`src/rtl/lat_pkg.sv`:
```
// Definitions shared by the per-lane latency accumulator and its report path.
// LIMIT_TIME_DEFAULT must stay in step with the accumulator's window setting.
package lat_pkg;

  localparam int LIMIT_TIME_DEFAULT = 50000;
  localparam int W                  = 32;
  localparam int SEQ_W              = 16;

  typedef enum logic [1:0] {
    IDLE = 2'd0,
    DIV  = 2'd1,
    HOLD = 2'd2
  } rpt_state_t;

  typedef struct packed {
    logic [W-1:0]     avg;
    logic [W-1:0]     total;
    logic [W-1:0]     pkts;
    logic [SEQ_W-1:0] seq;
  } report_t;

endpackage

```
`src/rtl/delay_avg_reporter_if.sv`:
```
// Report path between the average-delay reporter (master) and the host (slave).
interface delay_avg_reporter_if;
  import lat_pkg::*;

  logic             rpt_valid;
  logic             rpt_ready;
  logic [W-1:0]     rpt_avg;
  logic [W-1:0]     rpt_total;
  logic [W-1:0]     rpt_pkts;
  logic [SEQ_W-1:0] rpt_seq;
  logic [SEQ_W-1:0] drop_cnt;
  logic             busy;

  modport master (
    output rpt_valid, rpt_avg, rpt_total, rpt_pkts, rpt_seq, drop_cnt, busy,
    input  rpt_ready
  );

  modport slave (
    input  rpt_valid, rpt_avg, rpt_total, rpt_pkts, rpt_seq, drop_cnt, busy,
    output rpt_ready
  );

endinterface

```
`src/rtl/serial_divider.sv`:
```
// Unsigned W/W restoring divider, one quotient bit per cycle, MSB first.
// done_o and quotient_o are valid during the W-th cycle after start_i.
module serial_divider
  import lat_pkg::*;
(
  input  logic         clk,
  input  logic         reset,
  input  logic         start_i,
  input  logic [W-1:0] dividend_i,
  input  logic [W-1:0] divisor_i,
  output logic         done_o,
  output logic [W-1:0] quotient_o
);

  localparam int               CNT_W     = $clog2(W);
  localparam logic [CNT_W-1:0] LAST_STEP = CNT_W'(W - 1);

  logic             run_q, run_d;
  logic [CNT_W-1:0] it_cnt_q, it_cnt_d;
  logic [W-1:0]     dvd_q, dvd_d;
  logic [W-1:0]     dvs_q, dvs_d;
  logic [W-1:0]     quo_q, quo_d;
  logic [W:0]       rem_q, rem_d;
  logic [W:0]       trial_s;
  logic             fits_s;
  logic [W-1:0]     quo_next_s;

  // one restoring step plus load/advance control
  always_comb begin
    trial_s    = (rem_q << 1) | {{W{1'b0}}, dvd_q[W-1]};
    fits_s     = (trial_s >= {1'b0, dvs_q});
    quo_next_s = (quo_q << 1) | {{(W-1){1'b0}}, fits_s};
    run_d      = run_q;
    it_cnt_d   = it_cnt_q;
    dvd_d      = dvd_q;
    dvs_d      = dvs_q;
    quo_d      = quo_q;
    rem_d      = rem_q;
    if (start_i) begin
      run_d    = 1'b1;
      it_cnt_d = {CNT_W{1'b0}};
      dvd_d    = dividend_i;
      dvs_d    = divisor_i;
      quo_d    = {W{1'b0}};
      rem_d    = {(W+1){1'b0}};
    end else if (run_q) begin
      dvd_d    = dvd_q << 1;
      quo_d    = quo_next_s;
      rem_d    = fits_s ? (trial_s - {1'b0, dvs_q}) : trial_s;
      it_cnt_d = it_cnt_q + CNT_W'(1);
      if (it_cnt_q == LAST_STEP) begin
        run_d = 1'b0;
      end else begin
        run_d = 1'b1;
      end
    end else begin
      run_d = 1'b0;
    end
  end

  // divider state registers
  always_ff @(posedge clk or negedge reset) begin
    if (!reset) begin
      run_q    <= 1'b0;
      it_cnt_q <= {CNT_W{1'b0}};
      dvd_q    <= {W{1'b0}};
      dvs_q    <= {W{1'b0}};
      quo_q    <= {W{1'b0}};
      rem_q    <= {(W+1){1'b0}};
    end else begin
      run_q    <= run_d;
      it_cnt_q <= it_cnt_d;
      dvd_q    <= dvd_d;
      dvs_q    <= dvs_d;
      quo_q    <= quo_d;
      rem_q    <= rem_d;
    end
  end

  // A zero divisor would otherwise yield all-ones.
  assign done_o     = run_q && (it_cnt_q == LAST_STEP);
  assign quotient_o = (dvs_q == {W{1'b0}}) ? {W{1'b0}} : quo_next_s;

endmodule

```
`src/rtl/delay_avg_reporter.sv`:
```
// Snapshots window delay/packet totals at each window end, divides them serially
// and presents {avg, total, pkts, seq} to the host over a valid/ready handshake.
module delay_avg_reporter
  import lat_pkg::*;
#(
  parameter int LIMIT_TIME = LIMIT_TIME_DEFAULT
) (
  input  logic                  clk,
  input  logic                  reset,
  input  logic [W-1:0]          count,
  input  logic [W-1:0]          pktDelay,
  input  logic [W-1:0]          pktCount,
  delay_avg_reporter_if.master  rpt
);

  localparam logic [W-1:0] LAST_COUNT = W'(LIMIT_TIME);

  rpt_state_t       state_q, state_d;
  logic             valid_q, valid_d;
  logic             busy_q;
  logic [SEQ_W-1:0] win_idx_q;
  logic [SEQ_W-1:0] drop_q;
  logic [W-1:0]     snap_total_q;
  logic [W-1:0]     snap_pkts_q;
  logic [SEQ_W-1:0] snap_seq_q;
  report_t          rpt_q;
  logic             win_end_s;
  logic             capture_s;
  logic             drop_s;
  logic             publish_s;
  logic             div_done_s;
  logic [W-1:0]     quotient_s;

  assign win_end_s = (count == LAST_COUNT);

  serial_divider u_div (
    .clk        (clk),
    .reset      (reset),
    .start_i    (capture_s),
    .dividend_i (pktDelay),
    .divisor_i  (pktCount),
    .done_o     (div_done_s),
    .quotient_o (quotient_s)
  );

  // next-state, capture, drop and publish decisions
  always_comb begin
    state_d   = state_q;
    valid_d   = valid_q;
    capture_s = 1'b0;
    drop_s    = 1'b0;
    publish_s = 1'b0;
    case (state_q)
      IDLE: begin
        if (win_end_s) begin
          capture_s = 1'b1;
          state_d   = DIV;
        end else begin
          state_d   = IDLE;
        end
      end
      DIV: begin
        drop_s = win_end_s;
        if (div_done_s) begin
          publish_s = 1'b1;
          valid_d   = 1'b1;
          state_d   = HOLD;
        end else begin
          state_d   = DIV;
        end
      end
      HOLD: begin
        // A handshake on the window-end edge frees the slot, so nothing is lost.
        if (rpt.rpt_ready && win_end_s) begin
          capture_s = 1'b1;
          valid_d   = 1'b0;
          state_d   = DIV;
        end else if (rpt.rpt_ready) begin
          valid_d   = 1'b0;
          state_d   = IDLE;
        end else if (win_end_s) begin
          drop_s    = 1'b1;
        end else begin
          state_d   = HOLD;
        end
      end
      default: begin
        state_d = IDLE;
        valid_d = 1'b0;
      end
    endcase
  end

  // FSM, handshake and status registers
  always_ff @(posedge clk or negedge reset) begin
    if (!reset) begin
      state_q   <= IDLE;
      valid_q   <= 1'b0;
      busy_q    <= 1'b0;
      win_idx_q <= {SEQ_W{1'b0}};
      drop_q    <= {SEQ_W{1'b0}};
    end else begin
      state_q <= state_d;
      valid_q <= valid_d;
      busy_q  <= (state_d != IDLE);
      if (win_end_s) begin
        win_idx_q <= win_idx_q + SEQ_W'(1);
      end
      if (drop_s && (drop_q != {SEQ_W{1'b1}})) begin
        drop_q <= drop_q + SEQ_W'(1);
      end
    end
  end

  // window snapshot and published report registers
  always_ff @(posedge clk or negedge reset) begin
    if (!reset) begin
      snap_total_q <= {W{1'b0}};
      snap_pkts_q  <= {W{1'b0}};
      snap_seq_q   <= {SEQ_W{1'b0}};
      rpt_q        <= '{avg: {W{1'b0}}, total: {W{1'b0}}, pkts: {W{1'b0}}, seq: {SEQ_W{1'b0}}};
    end else begin
      if (capture_s) begin
        snap_total_q <= pktDelay;
        snap_pkts_q  <= pktCount;
        snap_seq_q   <= win_idx_q;
      end
      if (publish_s) begin
        rpt_q.avg   <= (snap_pkts_q == {W{1'b0}}) ? {W{1'b0}} : quotient_s;
        rpt_q.total <= snap_total_q;
        rpt_q.pkts  <= snap_pkts_q;
        rpt_q.seq   <= snap_seq_q;
      end
    end
  end

  assign rpt.rpt_valid = valid_q;
  assign rpt.rpt_avg   = rpt_q.avg;
  assign rpt.rpt_total = rpt_q.total;
  assign rpt.rpt_pkts  = rpt_q.pkts;
  assign rpt.rpt_seq   = rpt_q.seq;
  assign rpt.drop_cnt  = drop_q;
  assign rpt.busy      = busy_q;

endmodule

```
`src/flat_wrapper.sv`:
```
// flat-port wrapper written by rule: the top's interface ports become plain ports
module delay_avg_reporter_flat import lat_pkg::*;
#(
  parameter int LIMIT_TIME = LIMIT_TIME_DEFAULT
)
  (clk, reset, count, pktDelay, pktCount, rpt_rpt_valid, rpt_rpt_avg, rpt_rpt_total, rpt_rpt_pkts, rpt_rpt_seq, rpt_drop_cnt, rpt_busy, rpt_rpt_ready);
  delay_avg_reporter_if rpt_i ();
  input  logic clk;
  input  logic reset;
  input  logic [W-1:0] count;
  input  logic [W-1:0] pktDelay;
  input  logic [W-1:0] pktCount;
  output wire logic [$bits(rpt_i.rpt_valid)-1:0] rpt_rpt_valid;
  output wire logic [$bits(rpt_i.rpt_avg)-1:0] rpt_rpt_avg;
  output wire logic [$bits(rpt_i.rpt_total)-1:0] rpt_rpt_total;
  output wire logic [$bits(rpt_i.rpt_pkts)-1:0] rpt_rpt_pkts;
  output wire logic [$bits(rpt_i.rpt_seq)-1:0] rpt_rpt_seq;
  output wire logic [$bits(rpt_i.drop_cnt)-1:0] rpt_drop_cnt;
  output wire logic [$bits(rpt_i.busy)-1:0] rpt_busy;
  input wire logic [$bits(rpt_i.rpt_ready)-1:0] rpt_rpt_ready;
  assign rpt_rpt_valid = rpt_i.rpt_valid;
  assign rpt_rpt_avg = rpt_i.rpt_avg;
  assign rpt_rpt_total = rpt_i.rpt_total;
  assign rpt_rpt_pkts = rpt_i.rpt_pkts;
  assign rpt_rpt_seq = rpt_i.rpt_seq;
  assign rpt_drop_cnt = rpt_i.drop_cnt;
  assign rpt_busy = rpt_i.busy;
  assign rpt_i.rpt_ready = rpt_rpt_ready;
  delay_avg_reporter #(.LIMIT_TIME(LIMIT_TIME)) u_core (.clk(clk), .reset(reset), .count(count), .pktDelay(pktDelay), .pktCount(pktCount), .rpt(rpt_i));
endmodule
```
`config.mk`:
```
export PLATFORM = sky130hd
export DESIGN_NAME = delay_avg_reporter_flat
export DESIGN_NICKNAME = d
export VERILOG_FILES = /design/src/rtl/lat_pkg.sv /design/src/rtl/delay_avg_reporter_if.sv /design/src/rtl/serial_divider.sv /design/src/rtl/delay_avg_reporter.sv /design/src/flat_wrapper.sv
export SDC_FILE = /design/constraint.sdc
export NUM_CORES = 1
export LEC_CHECK = 0
export ABC_AREA = 1
export CAP_MARGIN = 40
export CELL_PAD_IN_SITES_DETAIL_PLACEMENT = 2
export CELL_PAD_IN_SITES_GLOBAL_PLACEMENT = 2
export CORE_MARGIN = 1.5
export CORE_UTILIZATION = 36
export CTS_BUF_LIST = sky130_fd_sc_hd__clkbuf_2
export CTS_CLUSTER_SIZE = 24
export DETAILED_ROUTE_END_ITERATION = 6
export GPL_TIMING_DRIVEN = 1
export PLACE_DENSITY_LB_ADDON = 0.1
export SLEW_MARGIN = 5
export SYNTH_ARGS = -nofsm -noshare
export SYNTH_HDL_FRONTEND = slang
export SYNTH_SLANG_ARGS = --single-unit
```
`constraint.sdc`:
```
create_clock -name clk -period 3.1 [get_ports clk]
set_input_delay 0.775 -clock clk [delete_from_list [all_inputs] [get_ports clk]]
set_output_delay 0.775 -clock clk [all_outputs]
set_load 0.02 [all_outputs]
```
==> run summary <==
The run finished with clean final reports. The post-route clock period utilization came out at between 90% and 100%. The share of total power dissipated in the clock network is between 40 and 50%. The global-route wire length before repair is 91100 um. The die covers approximately 47000 sq um. The type of the tightest min-delay check is primary input to asynchronous set/reset pin.

In this run the clock root is driven by a sky130_fd_sc_hd__clkbuf_2. The detail route stage leaves a number of antenna-violating nets equal to 0. After detailed routing, the average wire length per cell comes to about 18 um. In this run switching power makes up between 20% and 30% of total power. The element type at the critical path end is an output pin. The fraction of final layout cells with drive strength greater than 1 is 8.42%.

The most utilized layer in the global route result is met2. The die height came out at roughly 220 um. The number of buffers inserted by post-CTS setup repair came out at 0. The netlist area before placement came out at ~16000 sq um.

After the last flow step, the layout net total stands at 2520. Entering global routing, the biggest net connects ~130 pins. The first-pass iteration count of the detailed router is 4.

The per-cell via count in the routed design is 4.92. The flop-to-flop setup slack came out at roughly 0.35 ns. The combined buffer and inverter count along the critical path came out at 1. The library cell used most frequently in the layout, excluding fill and tap cells, is sky130_fd_sc_hd__nand2_1. The portion of synthesized cell area occupied by the leading cell type came out at between 50% and 60%. The cell row count came out at 78. The count of state elements after synthesis came out at around 330. Synthesis produced a netlist whose cell count is roughly 2.1k. The met3 usage in global routing came out at 4.40%. After synthesis, the cell types taking the most area are sky130_fd_sc_hd__dfrtp_1 50%, sky130_fd_sc_hd__nand2_1 17%, sky130_fd_sc_hd__inv_1 6.8%. Among all flip-flop cells after synthesis, the most frequent one is sky130_fd_sc_hd__dfrtp_1. The worst register-to-register path ends at u_core.u_div.rem_q[26]. The relative max-transition margin came out at between 40% and 50%. The synthesized area per cell came out at between 7 and 8 sq um. The number of pins with negative max-slew slack in the final report came out at 0. The largest vdd supply drop is around 0.21 mV. Compared with the post-synthesis result, the final layout area differs by 23.2%. The worst path in the final design needs a cycle of a little under 3 ns, including I/O delays and setup.

The clock buffer count from CTS is 92. The total of buffers placed on input and output ports came out at between 200 and 250. The maximum fanout along the worst path came out at 5. The number of setup violations in the final report is 0. The path length in cells of the critical path is 1. The via count of the first global-routing pass was approximately 17k. The final-report hold violation count was 0. The number of fill cells is approximately 5.2k.

In the synthesized netlist the async set-or-reset flop fraction comes to between 90% and 100%. The width of the chip came out at about 220 um. Setup repair after global routing left no endpoint under its margin.

The total leakage power is approximately 11 nW. The global router's overall resource usage is roughly a quarter. Summed over all nets, the switching power comes to roughly 2.2 mW.

The post-synthesis net count came out at between 2k and 2.5k. The endpoint arrival time on the critical path is 2.16 ns. By startpoint and endpoint, the worst setup path is classified as register to output pin.

The initial antenna violation count was 2. For this run the aggregate overflow at the end of global routing stands at 0. Broken down by cell family, the worst path's largest delay share belongs to buffers and inverters.

In the layout the commonest cells are 762 x sky130_fd_sc_hd__nand2_1, 329 x sky130_fd_sc_hd__dfrtp_1, 296 x sky130_fd_sc_hd__inv_1. The overall power consumption is around 7.8 mW. At the pin with the least slew margin, the transition time is ~0.76 ns. For this configuration, the core starts out at a cell density of between 30 and 40%. The post-synthesis cell type count is 45. In this run the count of I/O pins placed on the die edge is between 200 and 250. The maximum count of clock buffers along a single path came out at 3. The final-layout setup total negative slack is 0 ns. The maximum achievable frequency is 340 MHz. The cell taking the most area after synthesis is sky130_fd_sc_hd__dfrtp_1. In this run, flip-flops and latches consume 55.3% of the power. The largest clock skew in the final design is a little over 0.07 ns. The max-capacitance violation count is 0. The number of vias in the routed layout is 15.0k. The met2 layer usage reported by global route came out at between 40% and 50%. Traced cell by cell, the critical path runs through clkdlybuf4s50_1. The number of synthesized flops with an enable pin is 0. For this run, design rule violations remaining after detail routing come to 0. The detailed placer's ending HPWL is 40300 um. The count of warnings emitted by yosys is 0. The logic gate share of total power is around 3.5%. The launch instance of the worst register-to-register path is u_core.snap_pkts_q[12]. Power spread over the standard cell area amounts to around 380 nW/um^2. The sequential share of the synthesized area is about half.

TritonCTS built the clock tree. The placeable core area came out at between 40000 and 50000 sq um. The total routed wirelength came out at roughly 56000 um.

The worst setup path is launched from a register. Cell internal power was estimated by the tool at between 5 and 6 mW. For this design, the slowest cell found on the critical path is sky130_fd_sc_hd__clkdlybuf4s50_1.

The maximum level of the CTS H-tree is 3. The critical path endpoint is rpt_drop_cnt[6]. For this design, the sink count on the clock tree is ~330. The global-route track usage on met1 came out at between 30% and 40%. The longest individual stage delay on the worst path is roughly 0.67 ns. The clock-pin slew of the registers on the worst-case setup and hold paths came out at 0.11 ns.

Tracing the worst setup path back leads to its startpoint at u_core.rpt.drop_cnt[6]. The data required time at the worst endpoint came out at 2.32 ns. The placer congestion estimate came out at approximately 0.86. The depth of the worst register-to-register path came out at 14. The number of DRC violations after detailed-routing iteration 0 came out at about 660. The clock latency at the later pin of the worst-skew pair came out at between 1 and 1.5 ns.
-- state kept, by name (all words and copies together), names as in the netlist, 5 cells and up --
| register | flops |
|---|---|
| u_core.u_div.rem_q | 32 |
| u_core.snap_seq_q | 16 |
| u_core.rpt.rpt_pkts | 32 |
| u_core.rpt.rpt_avg | 32 |
| u_core.u_div.dvd_q | 32 |
| u_core.u_div.quo_q | 31 |
| u_core.win_idx_q | 16 |
| u_core.snap_pkts_q | 32 |
| u_core.u_div.it_cnt_q | 5 |
| u_core.rpt.rpt_seq | 16 |
| u_core.rpt.rpt_total | 32 |
| u_core.snap_total_q | 32 |
| u_core.rpt.drop_cnt | 16 |
-- layer usage --
metal	share of wire (%)	vias to the layer above
met5	0	-
met4	2.0	0
met3	3.7	82
met2	51	257
met1	44	7504
li1	-	7174
-- cells by family after synthesis --
logic type,share of synthesized area (%)
AOI/OAI and AO/OA,9.23
buffers and inverters,9.23
xor gates and xnor gates,2.45
and+or+nand+nor,25.9
DFF,50.1
adders and majority gates,3.16
-- cells in the mapped netlist, types with 6 or more instances --
library cell,number
sky130_fd_sc_hd__nand2_1,762
sky130_fd_sc_hd__nor4_1,11
sky130_fd_sc_hd__dfrtp_1,329
sky130_fd_sc_hd__ha_1,40
sky130_fd_sc_hd__nand3b_1,26
sky130_fd_sc_hd__nor2_1,82
sky130_fd_sc_hd__inv_1,297
sky130_fd_sc_hd__buf_6,6
sky130_fd_sc_hd__a21oi_1,19
sky130_fd_sc_hd__nor2_2,6
sky130_fd_sc_hd__o21ai_1,47
sky130_fd_sc_hd__xnor2_1,16
sky130_fd_sc_hd__o21ai_0,186
sky130_fd_sc_hd__nand3_1,73
sky130_fd_sc_hd__nor3_1,16
sky130_fd_sc_hd__nand4_1,23
sky130_fd_sc_hd__buf_2,26
sky130_fd_sc_hd__nand2_2,6
sky130_fd_sc_hd__o22ai_1,29
sky130_fd_sc_hd__xor2_1,30
sky130_fd_sc_hd__clkbuf_1,37
-- cell type report --
class	instances	area, sq um	share of cell area, %
Antenna cell	2	5.00	0.0247
Clock buffer	133	666	3.28
Clock inverter	29	138	0.679
Inverter	302	1140	5.63
Multi-Input combinational cell	1397	6710	33.1
Sequential cell	329	8230	40.6
Tap cell	600	751	3.70
Timing Repair Buffer	258	2630	13.0
-- worst register-to-register path: stages, from the launching register on --
cell and delay [ns]:
sky130_fd_sc_hd__dfrtp_1 0.38, sky130_fd_sc_hd__inv_1 0.10, sky130_fd_sc_hd__ha_1 0.38, sky130_fd_sc_hd__nand2_1 0.15, sky130_fd_sc_hd__nor2_2 0.18, sky130_fd_sc_hd__nand2_1 0.10
sky130_fd_sc_hd__nor2_2 0.17, sky130_fd_sc_hd__nand3_1 0.12, sky130_fd_sc_hd__nand3_2 0.14, sky130_fd_sc_hd__nor2_8 0.09, sky130_fd_sc_hd__nand2_8 0.11, sky130_fd_sc_hd__buf_4 0.37
sky130_fd_sc_hd__nand3_1 0.18, sky130_fd_sc_hd__nand2_1 0.11, sky130_fd_sc_hd__nand2_1 0.06
-- repair_timing --
action / 4_1_cts / 5_1_grt
endpoints found under the hold margin: 61 / 0
hold buffers: 1 / 0
gates resized for setup: 0 / 0
-- through the flow --
stage	setup slack, ns	area (sq um)	hold WS [ns]	utilization (%)	std cells
CTS	0.0371	20300	0.142	44.8	3048
global route	0.0372	20300	0.217	44.9	3050
detailed placement	0.134	19500	0.461	43.0	2885
floorplan	1.03	16400	0.442	-	2105
finish	0.163	20300	0.256	44.9	3050
global placement	0.223	19500	0.453	43.0	2885
-- worst min-delay path by stage --
| stage | start | to | slack, ns |
|---|---|---|---|
| 2_1_floorplan | u_core.u_div.quo_q[9] | u_core.rpt.rpt_avg[10] | 0.44 |
| 3_3_place_gp | u_core.u_div.quo_q[0] | u_core.rpt.rpt_avg[1] | 0.45 |
| 3_5_place_dp | u_core.rpt.rpt_total[14] | u_core.rpt.rpt_total[14] | 0.46 |
| 4_1_cts | pktCount[25] | u_core.snap_pkts_q[25] | 0.14 |
| 5_1_grt | reset | u_core.rpt.rpt_pkts[1] | 0.22 |
| 6_report | reset | u_core.u_div.rem_q[11] | 0.26 |
-- power groups by stage --
| stage | Sequential (mW) | Combinational [mW] | Clock (mW) |
|---|---|---|---|
| floorplan | 4.37 | 0.0165 | 0 |
| global placement | 4.37 | 0.272 | 0 |
| detailed placement | 4.37 | 0.276 | 0 |
| CTS | 4.29 | 0.280 | 3.38 |
| global route | 4.29 | 0.298 | 3.57 |
| finish | 4.29 | 0.270 | 3.20 |
No activity file was read; power rests on OpenSTA's default activity.
